`src/rtl/cache_req_extractor_if.sv`:
```
// cache_req_extractor_if: AXI AR/AW address channel bundle feeding the request extractor
interface cache_req_extractor_if #(
  parameter int ADDR_WIDTH = 64,
  parameter int ID_WIDTH   = 16
);
  logic [ID_WIDTH-1:0]   arid_i;
  logic [ADDR_WIDTH-1:0] araddr_i;
  logic                  arvalid_i;
  logic                  arready_o;
  logic [ID_WIDTH-1:0]   awid_i;
  logic [ADDR_WIDTH-1:0] awaddr_i;
  logic                  awvalid_i;
  logic                  awready_o;
  modport master (
    output arid_i, araddr_i, arvalid_i, awid_i, awaddr_i, awvalid_i,
    input  arready_o, awready_o
  );
  modport slave (
    input  arid_i, araddr_i, arvalid_i, awid_i, awaddr_i, awvalid_i,
    output arready_o, awready_o
  );
endinterface

```
`src/rtl/cache_req_extractor.sv`:
```
// cache_req_extractor: arbitrates AR/AW, extracts set index, pushes one descriptor per accept under a credit limit
module cache_req_extractor #(
  parameter int ADDR_WIDTH      = 64,
  parameter int ID_WIDTH        = 16,
  parameter int INDEX_BIT_SIZE  = 4,
  parameter int INDEX_LSB       = 6,
  parameter int FIFO_WIDTH      = 128,
  parameter int ARB_MODE        = 0,
  parameter int MAX_OUTSTANDING = 8,
  localparam int CW             = $clog2(MAX_OUTSTANDING + 1)
) (
  input  logic                      clk,
  input  logic                      rst_n,
  cache_req_extractor_if.slave      axi,
  output logic [INDEX_BIT_SIZE-1:0] index_o,
  input  logic                      fifo_afull_i,
  output logic                      fifo_write_en_o,
  output logic [FIFO_WIDTH-1:0]     fifo_data_o,
  input  logic                      resp_done_i,
  output logic [CW-1:0]             outstanding_o
);
  typedef enum logic {GNT_R = 1'b0, GNT_W = 1'b1} grant_t;
  grant_t                last_grant, next_grant, grant;
  logic                  can_accept, accept, done_eff;
  logic [ID_WIDTH-1:0]   acc_id;
  logic [ADDR_WIDTH-1:0] acc_addr;
  logic [FIFO_WIDTH-1:0] desc;
  // grant selection: a lone valid wins; ties resolved by the configured policy
  always_comb begin
    grant = axi.awvalid_i ? GNT_W : GNT_R;
    if (axi.arvalid_i && axi.awvalid_i)
      grant = ARB_MODE == 1 ? GNT_R :
              ARB_MODE == 2 ? GNT_W :
              (last_grant == GNT_W ? GNT_R : GNT_W);
  end
  // handshake: readies held low in reset, on almost-full and when credits run out
  always_comb begin
    can_accept    = rst_n && !fifo_afull_i && (outstanding_o < CW'(MAX_OUTSTANDING));
    axi.arready_o = can_accept && grant == GNT_R && axi.arvalid_i;
    axi.awready_o = can_accept && grant == GNT_W && axi.awvalid_i;
    accept        = axi.arready_o || axi.awready_o;
    done_eff      = resp_done_i && outstanding_o != '0;
    next_grant    = accept ? grant : last_grant;
  end
  // descriptor assembly from the granted channel: {addr, id, is_write}, zero padded
  always_comb begin
    acc_id   = grant == GNT_W ? axi.awid_i : axi.arid_i;
    acc_addr = grant == GNT_W ? axi.awaddr_i : axi.araddr_i;
    desc     = FIFO_WIDTH'({acc_addr, acc_id, grant == GNT_W});
  end
  // arbitration history; reset to write so the first tie goes to read
  always_ff @(posedge clk or negedge rst_n)
    if (!rst_n) last_grant <= GNT_W;
    else        last_grant <= next_grant;
  // push register: one-cycle strobe, data and index held until the next accept
  always_ff @(posedge clk or negedge rst_n) begin
    if (!rst_n) begin
      fifo_write_en_o <= 1'b0;
      fifo_data_o     <= '0;
      index_o         <= '0;
    end else begin
      fifo_write_en_o <= accept;
      if (accept) begin
        fifo_data_o <= desc;
        index_o     <= acc_addr[INDEX_LSB +: INDEX_BIT_SIZE];
      end
    end
  end
  // credit counter: accept adds, retire removes, retire at zero is ignored
  always_ff @(posedge clk or negedge rst_n)
    if (!rst_n)                    outstanding_o <= '0;
    else if (accept && !done_eff)  outstanding_o <= outstanding_o + 1'b1;
    else if (!accept && done_eff)  outstanding_o <= outstanding_o - 1'b1;
endmodule

```
`src/flat_wrapper.sv`:
```
// flat-port wrapper written by rule: the top's interface ports become plain ports
module cache_req_extractor_flat 
#(
  parameter int ADDR_WIDTH      = 64,
  parameter int ID_WIDTH        = 16,
  parameter int INDEX_BIT_SIZE  = 4,
  parameter int INDEX_LSB       = 6,
  parameter int FIFO_WIDTH      = 128,
  parameter int ARB_MODE        = 0,
  parameter int MAX_OUTSTANDING = 8,
  localparam int CW             = $clog2(MAX_OUTSTANDING + 1)
)
  (clk, rst_n, index_o, fifo_afull_i, fifo_write_en_o, fifo_data_o, resp_done_i, outstanding_o, axi_arid_i, axi_araddr_i, axi_arvalid_i, axi_awid_i, axi_awaddr_i, axi_awvalid_i, axi_arready_o, axi_awready_o);
  cache_req_extractor_if #(.ADDR_WIDTH(ADDR_WIDTH), .ID_WIDTH(ID_WIDTH)) axi_i ();
  input  logic clk;
  input  logic rst_n;
  output logic [INDEX_BIT_SIZE-1:0] index_o;
  input  logic fifo_afull_i;
  output logic fifo_write_en_o;
  output logic [FIFO_WIDTH-1:0] fifo_data_o;
  input  logic resp_done_i;
  output logic [CW-1:0] outstanding_o;
  input wire logic [$bits(axi_i.arid_i)-1:0] axi_arid_i;
  input wire logic [$bits(axi_i.araddr_i)-1:0] axi_araddr_i;
  input wire logic [$bits(axi_i.arvalid_i)-1:0] axi_arvalid_i;
  input wire logic [$bits(axi_i.awid_i)-1:0] axi_awid_i;
  input wire logic [$bits(axi_i.awaddr_i)-1:0] axi_awaddr_i;
  input wire logic [$bits(axi_i.awvalid_i)-1:0] axi_awvalid_i;
  output wire logic [$bits(axi_i.arready_o)-1:0] axi_arready_o;
  output wire logic [$bits(axi_i.awready_o)-1:0] axi_awready_o;
  assign axi_i.arid_i = axi_arid_i;
  assign axi_i.araddr_i = axi_araddr_i;
  assign axi_i.arvalid_i = axi_arvalid_i;
  assign axi_i.awid_i = axi_awid_i;
  assign axi_i.awaddr_i = axi_awaddr_i;
  assign axi_i.awvalid_i = axi_awvalid_i;
  assign axi_arready_o = axi_i.arready_o;
  assign axi_awready_o = axi_i.awready_o;
  cache_req_extractor #(.ADDR_WIDTH(ADDR_WIDTH), .ID_WIDTH(ID_WIDTH), .INDEX_BIT_SIZE(INDEX_BIT_SIZE), .INDEX_LSB(INDEX_LSB), .FIFO_WIDTH(FIFO_WIDTH), .ARB_MODE(ARB_MODE), .MAX_OUTSTANDING(MAX_OUTSTANDING)) u_core (.clk(clk), .rst_n(rst_n), .axi(axi_i), .index_o(index_o), .fifo_afull_i(fifo_afull_i), .fifo_write_en_o(fifo_write_en_o), .fifo_data_o(fifo_data_o), .resp_done_i(resp_done_i), .outstanding_o(outstanding_o));
endmodule
```
`config.mk`:
```
export PLATFORM = sky130hd
export DESIGN_NAME = cache_req_extractor_flat
export DESIGN_NICKNAME = d
export VERILOG_FILES = /design/src/rtl/cache_req_extractor_if.sv /design/src/rtl/cache_req_extractor.sv /design/src/flat_wrapper.sv
export SDC_FILE = /design/constraint.sdc
export NUM_CORES = 1
export LEC_CHECK = 0
export CAP_MARGIN = 10
export CELL_PAD_IN_SITES_DETAIL_PLACEMENT = 0
export CELL_PAD_IN_SITES_GLOBAL_PLACEMENT = 1
export CORE_MARGIN = 2
export CORE_UTILIZATION = 33
export CTS_BUF_LIST = sky130_fd_sc_hd__clkbuf_4 sky130_fd_sc_hd__clkbuf_8
export DETAILED_ROUTE_END_ITERATION = 16
export MAX_ROUTING_LAYER = met4
export PLACE_DENSITY_LB_ADDON = 0.25
export SLEW_MARGIN = 15
export SYNTH_ARGS = -nofsm -noshare
export SYNTH_HDL_FRONTEND = slang
export SYNTH_SLANG_ARGS = --single-unit
```
`constraint.sdc`:
```
create_clock -name clk -period 7.15 [get_ports clk]
set_input_delay 0.715 -clock clk [delete_from_list [all_inputs] [get_ports clk]]
set_output_delay 0.715 -clock clk [all_outputs]
set_load 0.02 [all_outputs]
```
# [Yosys cells after proc, flatten, opt, wreduce, memory -nomap -nowiden]
# Cells that the tools add are included.
# W data, S select, Z words.
[word_totals] out_inout_bits=139 inputBits=166 register_bits=91 word_cells=32
[op_classes] order_cmp=1 muxes=7 add_sub_neg=2 reduce_logical=16 n_bitwise=1
[ops] operator="$mux W64" n=1
[ops] operator="$mux W16" n=1
[ops] operator="$logic_and A1 B1 Y1" n=10
[ops] operator="$mux W4" n=2
[ops] operator="$add A4 B1 Y4 const B" n=1
[ops] operator="$lt A4 B4 Y1 const B" n=1
[ops] operator="$reduce_bool A4 Y1" n=1
[ops] operator="$sub A4 B1 Y4 const B" n=1
[ops] operator="$logic_not A1 Y1" n=3
[ops] operator="$mux W1" n=3
[ops] operator="$reduce_bool A2 Y1" n=1
[ops] operator="$logic_or A1 B1 Y1" n=1
[ops] operator="$not A1 Y1" n=1

# [Depth between registers and ports, before layout]
[logic_depth] ltp_word=10 depth_mapped=10 depth_no_buf=8

# [Worst setup path after synthesis]
# Ideal clock, no wire load.
[synth_path] kind="input-to-reg" startpoint="in fifo_afull_i" endpoint="reg u_core.outstanding_o[3]" setup_time_ns=0.131 t_arrival_ns=2.765 setup_slack_ns=4.254 required_ns=7.019 path_buffers=2 path_stages=10 cell_sequence="nor3b_2 -> o21a_1 -> buf_4 -> buf_6 -> ha_1 -> inv_1 -> ha_1 -> or4_1 -> o211ai_1 -> o211ai_1"
[synth_between] elab_chain_len=9 word_cells_on_any_way=13 classes_between="1 x mux; 12 x reduce/logical"
[synth_lines] item="start: declaration" line="flat_wrapper.sv:18" text="input logic fifo_afull_i;"
[synth_lines] item="$logic_not A1 Y1 *" line="cache_req_extractor.sv:38" text="can_accept = rst_n && !fifo_afull_i && (outstanding_o < CW'(MAX_OUTSTANDING));"
[synth_lines] item="$logic_and A1 B1 Y1 * (2 in series)" line="cache_req_extractor.sv:38"
[synth_lines] item="$logic_and A1 B1 Y1, on equally long branches (2 in series)" line="cache_req_extractor.sv:39, cache_req_extractor.sv:40"
[synth_lines] item="$logic_or A1 B1 Y1 *" line="cache_req_extractor.sv:41" text="accept = axi.arready_o || axi.awready_o;"
[synth_lines] item="net u_core.accept" line="cache_req_extractor.sv:24" text="logic can_accept, accept, done_eff;"
[synth_lines] item="$logic_not A1 Y1" line="cache_req_extractor.sv:73" text="else if (!accept && done_eff) outstanding_o <= outstanding_o - 1'b1;"
[synth_lines] item="$logic_and A1 B1 Y1" line="cache_req_extractor.sv:73"
[synth_lines] item="$reduce_bool A2 Y1 (no source line)"
[synth_lines] item="end signal: assignment" line="cache_req_extractor.sv:72" text="else if (accept && !done_eff) outstanding_o <= outstanding_o + 1'b1;"
[synth_lines] item="end signal: assignment" line="cache_req_extractor.sv:73"
[synth_lines] item="end: declaration" line="cache_req_extractor.sv:20" text="output logic [CW-1:0] outstanding_o"
# Mark *: on every way through the listed nets, which the timed path passes. The rest lies on a longest branch.
# A chain may end at the register's enable or synchronous reset.

# [Final worst setup path]
[layout_path] startpoint="in rst_n" endpoint="reg u_core.outstanding_o[3]"
[layout_between] elab_chain_len=8 word_cells_on_any_way=12 classes_between="1 x mux; 11 x reduce/logical"
[layout_lines] item="start: declaration" line="flat_wrapper.sv:16" text="input logic rst_n;"
[layout_lines] item="$logic_and A1 B1 Y1 * (2 in series)" line="cache_req_extractor.sv:38"
[layout_lines] item="$logic_and A1 B1 Y1, on equally long branches (2 in series)" line="cache_req_extractor.sv:39, cache_req_extractor.sv:40"
[layout_lines] item="$logic_or A1 B1 Y1 *" line="cache_req_extractor.sv:41"
[layout_lines] item="$logic_not A1 Y1" line="cache_req_extractor.sv:73"
[layout_lines] item="$logic_and A1 B1 Y1" line="cache_req_extractor.sv:73"
[layout_lines] item="$reduce_bool A2 Y1 (no source line)"
# Mark *: on every way between the ends. The rest lies on a longest branch, timed or not.

==> flow_summary.ini <==
[routing]
vias = 3516
drt-initial-drc-count = 147
wl_met2_um = 6813
highest_layer = met4
dr.pass1.iters = 4
drt.antenna.violating_nets = 0
finalWirelength_um = 13420
wl_per_cell_um = 16.34
route.detailed.drc = 0
met3WireLength_um = 1033
m1WireLength_um = 5471
via_per_inst = 4.283

[setup_path]
critPathMaxStageDelay_ns = 0.64
cp.required_ns = 7.39
worstSetupPathType = primary input to register
crit_arrival_ns = 3.89
cp_cell_sequence = buf_4, nor3b_2, o21a_4, ha_1, inv_1, ha_1, or4_1, o211ai_1, o211ai_1
critPathCaptureType = register
startpoint_type = primary input
critical-path-slowest-cell = o21a_4
cp_max_fo = 52

[global_route]
grt_start_max_net_pins = 53
grt_pass1_vias = 3776
grt-ovfl-total = 0
grt_pass1_wl_um = 21510
antenna_found_initial = 0
grt_use_total = 0.1619

[power_and_ir_drop]
clock_power_share = 0.122
switching_share = 0.3597
irDropWorstVdd_mv = 0.1467
p_per_area_mw_per_mm2 = 362.5
seqPwrFrac = 0.306
p_leak_nw = 3.564
power_switching_mw = 1.052
power_frac_comb = 0.571
internal-power_mw = 1.872

[floorplanning]
fp.dieH_um = 131.7
rows = 46
start_util = 0.3377
core-area_sq_mm = 0.01594
die_w_um = 131.7
num_io_pins = 305
die_area_sq_mm = 0.01735

[synthesis]
synth_compound_area_frac = 0.01441
yosysWarnings = 0
synth_area_sq_mm = 0.005384
synthDistinctLibCells = 31
synth_top_area_share = 0.4099
ys_seq_area_frac = 0.4046
ys_seq_elements = 87
syn_inst = 352
synthMuxAreaShare = 0.4411
avgSynthCellArea_sq_um = 15.30
synthAdderAreaFrac = 0.01069
ys_top_cells_by_area = mux2_4, dfrtp_1, buf_4
synth-xor-area-share = 0.003254
synth.largest_area_cell = mux2_4
synth-simple-area-share = 0.01580
synth_top_family_by_area = multiplexers

[placement]
routabilityCongestion = 0.7588
dp_slack_ns = 3.054
dp_hpwl_um = 9892
port_buffers = 257

[sta]
worstMarginPinSlew_ns = 0.7782
fin_tns_setup_ns = 0
fin_ws_ns = 3.504
hold_ws_ns = 0.3670
relSlewSlack = 0.4812
timing.clock.skew_ns = 0.007243
hold_violations = 0
drv_slew = 0
finalCriticalPeriod_ns = 3.646
fmax_ghz = 0.2743
setup_viol = 0
period_share = 0.5099
rsz0062_at_grt = no

[final_layout]
nets = 770
area.growth.synth_to_final_pct = 49.83
antenna_cells = 0
drive_above_1_share = 0.3074
n_fill_cell = 1410

[clocking]
postCtsSetupRepairBufs = 0
cts.htree.levels = 3
cts_tree = done
ctsResizeCount = 0
cts_buffers = 9
clk_latency_ns = 0.36
ctsLongestPathBuffers = 2
cts.sinks = 87
holdBufCountCts = 0
clockRootBuffer = clkbuf_8
path_clk_slew_ns = 0.09

[job]
maxCapViolCount = 0

[outcome]
status = complete, no violations

[min_path]
min_path_type = primary input to asynchronous set/reset pin
-- cells in the final DEF, fill, tap and decap left out, drive strengths merged, types with 3 or more instances in the layout --
cell type | Yosys | final
nand2 | 4 | 4
clkbuf | 1 | 10
buf | 69 | 5
clkdlybuf4s50 | 0 | 256
dfrtp | 86 | 86
clkinv | 0 | 3
conb | 1 | 47
ha | 3 | 3
mux2 | 161 | 161
-- path summary, 6_finish.rpt --
path	from	to	slack (ns)	cells past startpoint
setup / recovery	rst_n	u_core.outstanding_o[3]	3.50	9
hold / removal	rst_n	u_core.fifo_data_o[21]	0.37	1
setup reg to reg	u_core.outstanding_o[3]	u_core.outstanding_o[3]	4.01	8
hold reg to reg	u_core.fifo_data_o[0]	u_core.fifo_data_o[0]	0.50	1
max in group asynchronous	rst_n	u_core.last_grant	5.77	2
min in group clk	u_core.fifo_data_o[0]	u_core.fifo_data_o[0]	0.50	1
-- power groups by stage --
stage | Combinational, mW | Sequential (mW) | Clock (mW)
floorplan | 0.681 | 1.20 | 0
global placement | 1.67 | 0.898 | 0
detailed placement | 1.68 | 0.904 | 0
CTS | 1.69 | 0.899 | 0.375
global route | 1.76 | 0.933 | 0.391
finish | 1.67 | 0.896 | 0.358
-- critical path: cells and delay by family --
family	cells	cell delay [ns]
AND/OR/NAND/NOR	2	0.88
AO/OA/AOI/OAI	3	0.86
adder cells (fa/ha/maj)	2	0.75
buffers and inverters	2	0.65
-- sequential cells by signal (all words and copies together), names as in the netlist --
register,flops
u_core.fifo_write_en_o,1
u_core.last_grant,1
u_core.fifo_data_o,78
u_core.outstanding_o,4
u_core.index_o,3
-- through the flow --
stage	cell area (sq um)	total power [mW]	util	cells
2_1_floorplan	5557	1.877	-	398
3_3_place_gp	7860	2.570	0.4930	805
3_5_place_dp	7860	2.585	0.4930	805
4_1_cts	8066	2.966	0.5060	821
5_1_grt	8066	3.085	0.5060	821
6_report	8066	2.924	0.5060	821
-- kinds of logic (layout without fill, tap and decap cells) --
family,after synthesis,count (layout)
multiplexers,162,162
flip-flops,87,87
buffers and inverters,71,278
AND/OR/NAND/NOR,14,14
AO/OA/AOI/OAI,11,11
adder cells (fa/ha/maj),4,4
XOR/XNOR,2,2
other,1,47
-- routing by layer --
layer | up-vias | global-route usage
met3 | 6 | 0.05805
met4 | 0 | 0.03080
met5 | - | -
met1 | 1698 | 0.1891
met2 | 171 | 0.2711
li1 | 1641 | -
-- area by class of cell --
class / instances / area, sq um / share of cell area
clock buffer: 10 / 137.6 / 0.01706
multi-input combinational: 240 / 2808 / 0.3481
timing repair buffer: 261 / 2600 / 0.3223
tap: 216 / 270.3 / 0.03350
sequential: 87 / 2178 / 0.2700
inverter: 1 / 3.754 / 0.0004653
clock inverter: 6 / 68.82 / 0.008531
-- cells in the mapped netlist, drive strengths merged --
cell type	count
a21o	1
o41ai	1
xnor2	2
or3	1
clkbuf	1
a21boi	1
o211ai	2
nor2	1
mux2i	1
nand2	4
o21ai	2
inv	1
dfstp	1
fa	1
nand3	2
or4	1
o21a	1
a21oi	2
buf	69
and2	1
mux2	161
nand3b	1
ha	3
nor3b	1
nand4bb	1
conb	1
a2111o	1
nor3	1
dfrtp	86
(Power assumes the default switching activity.)
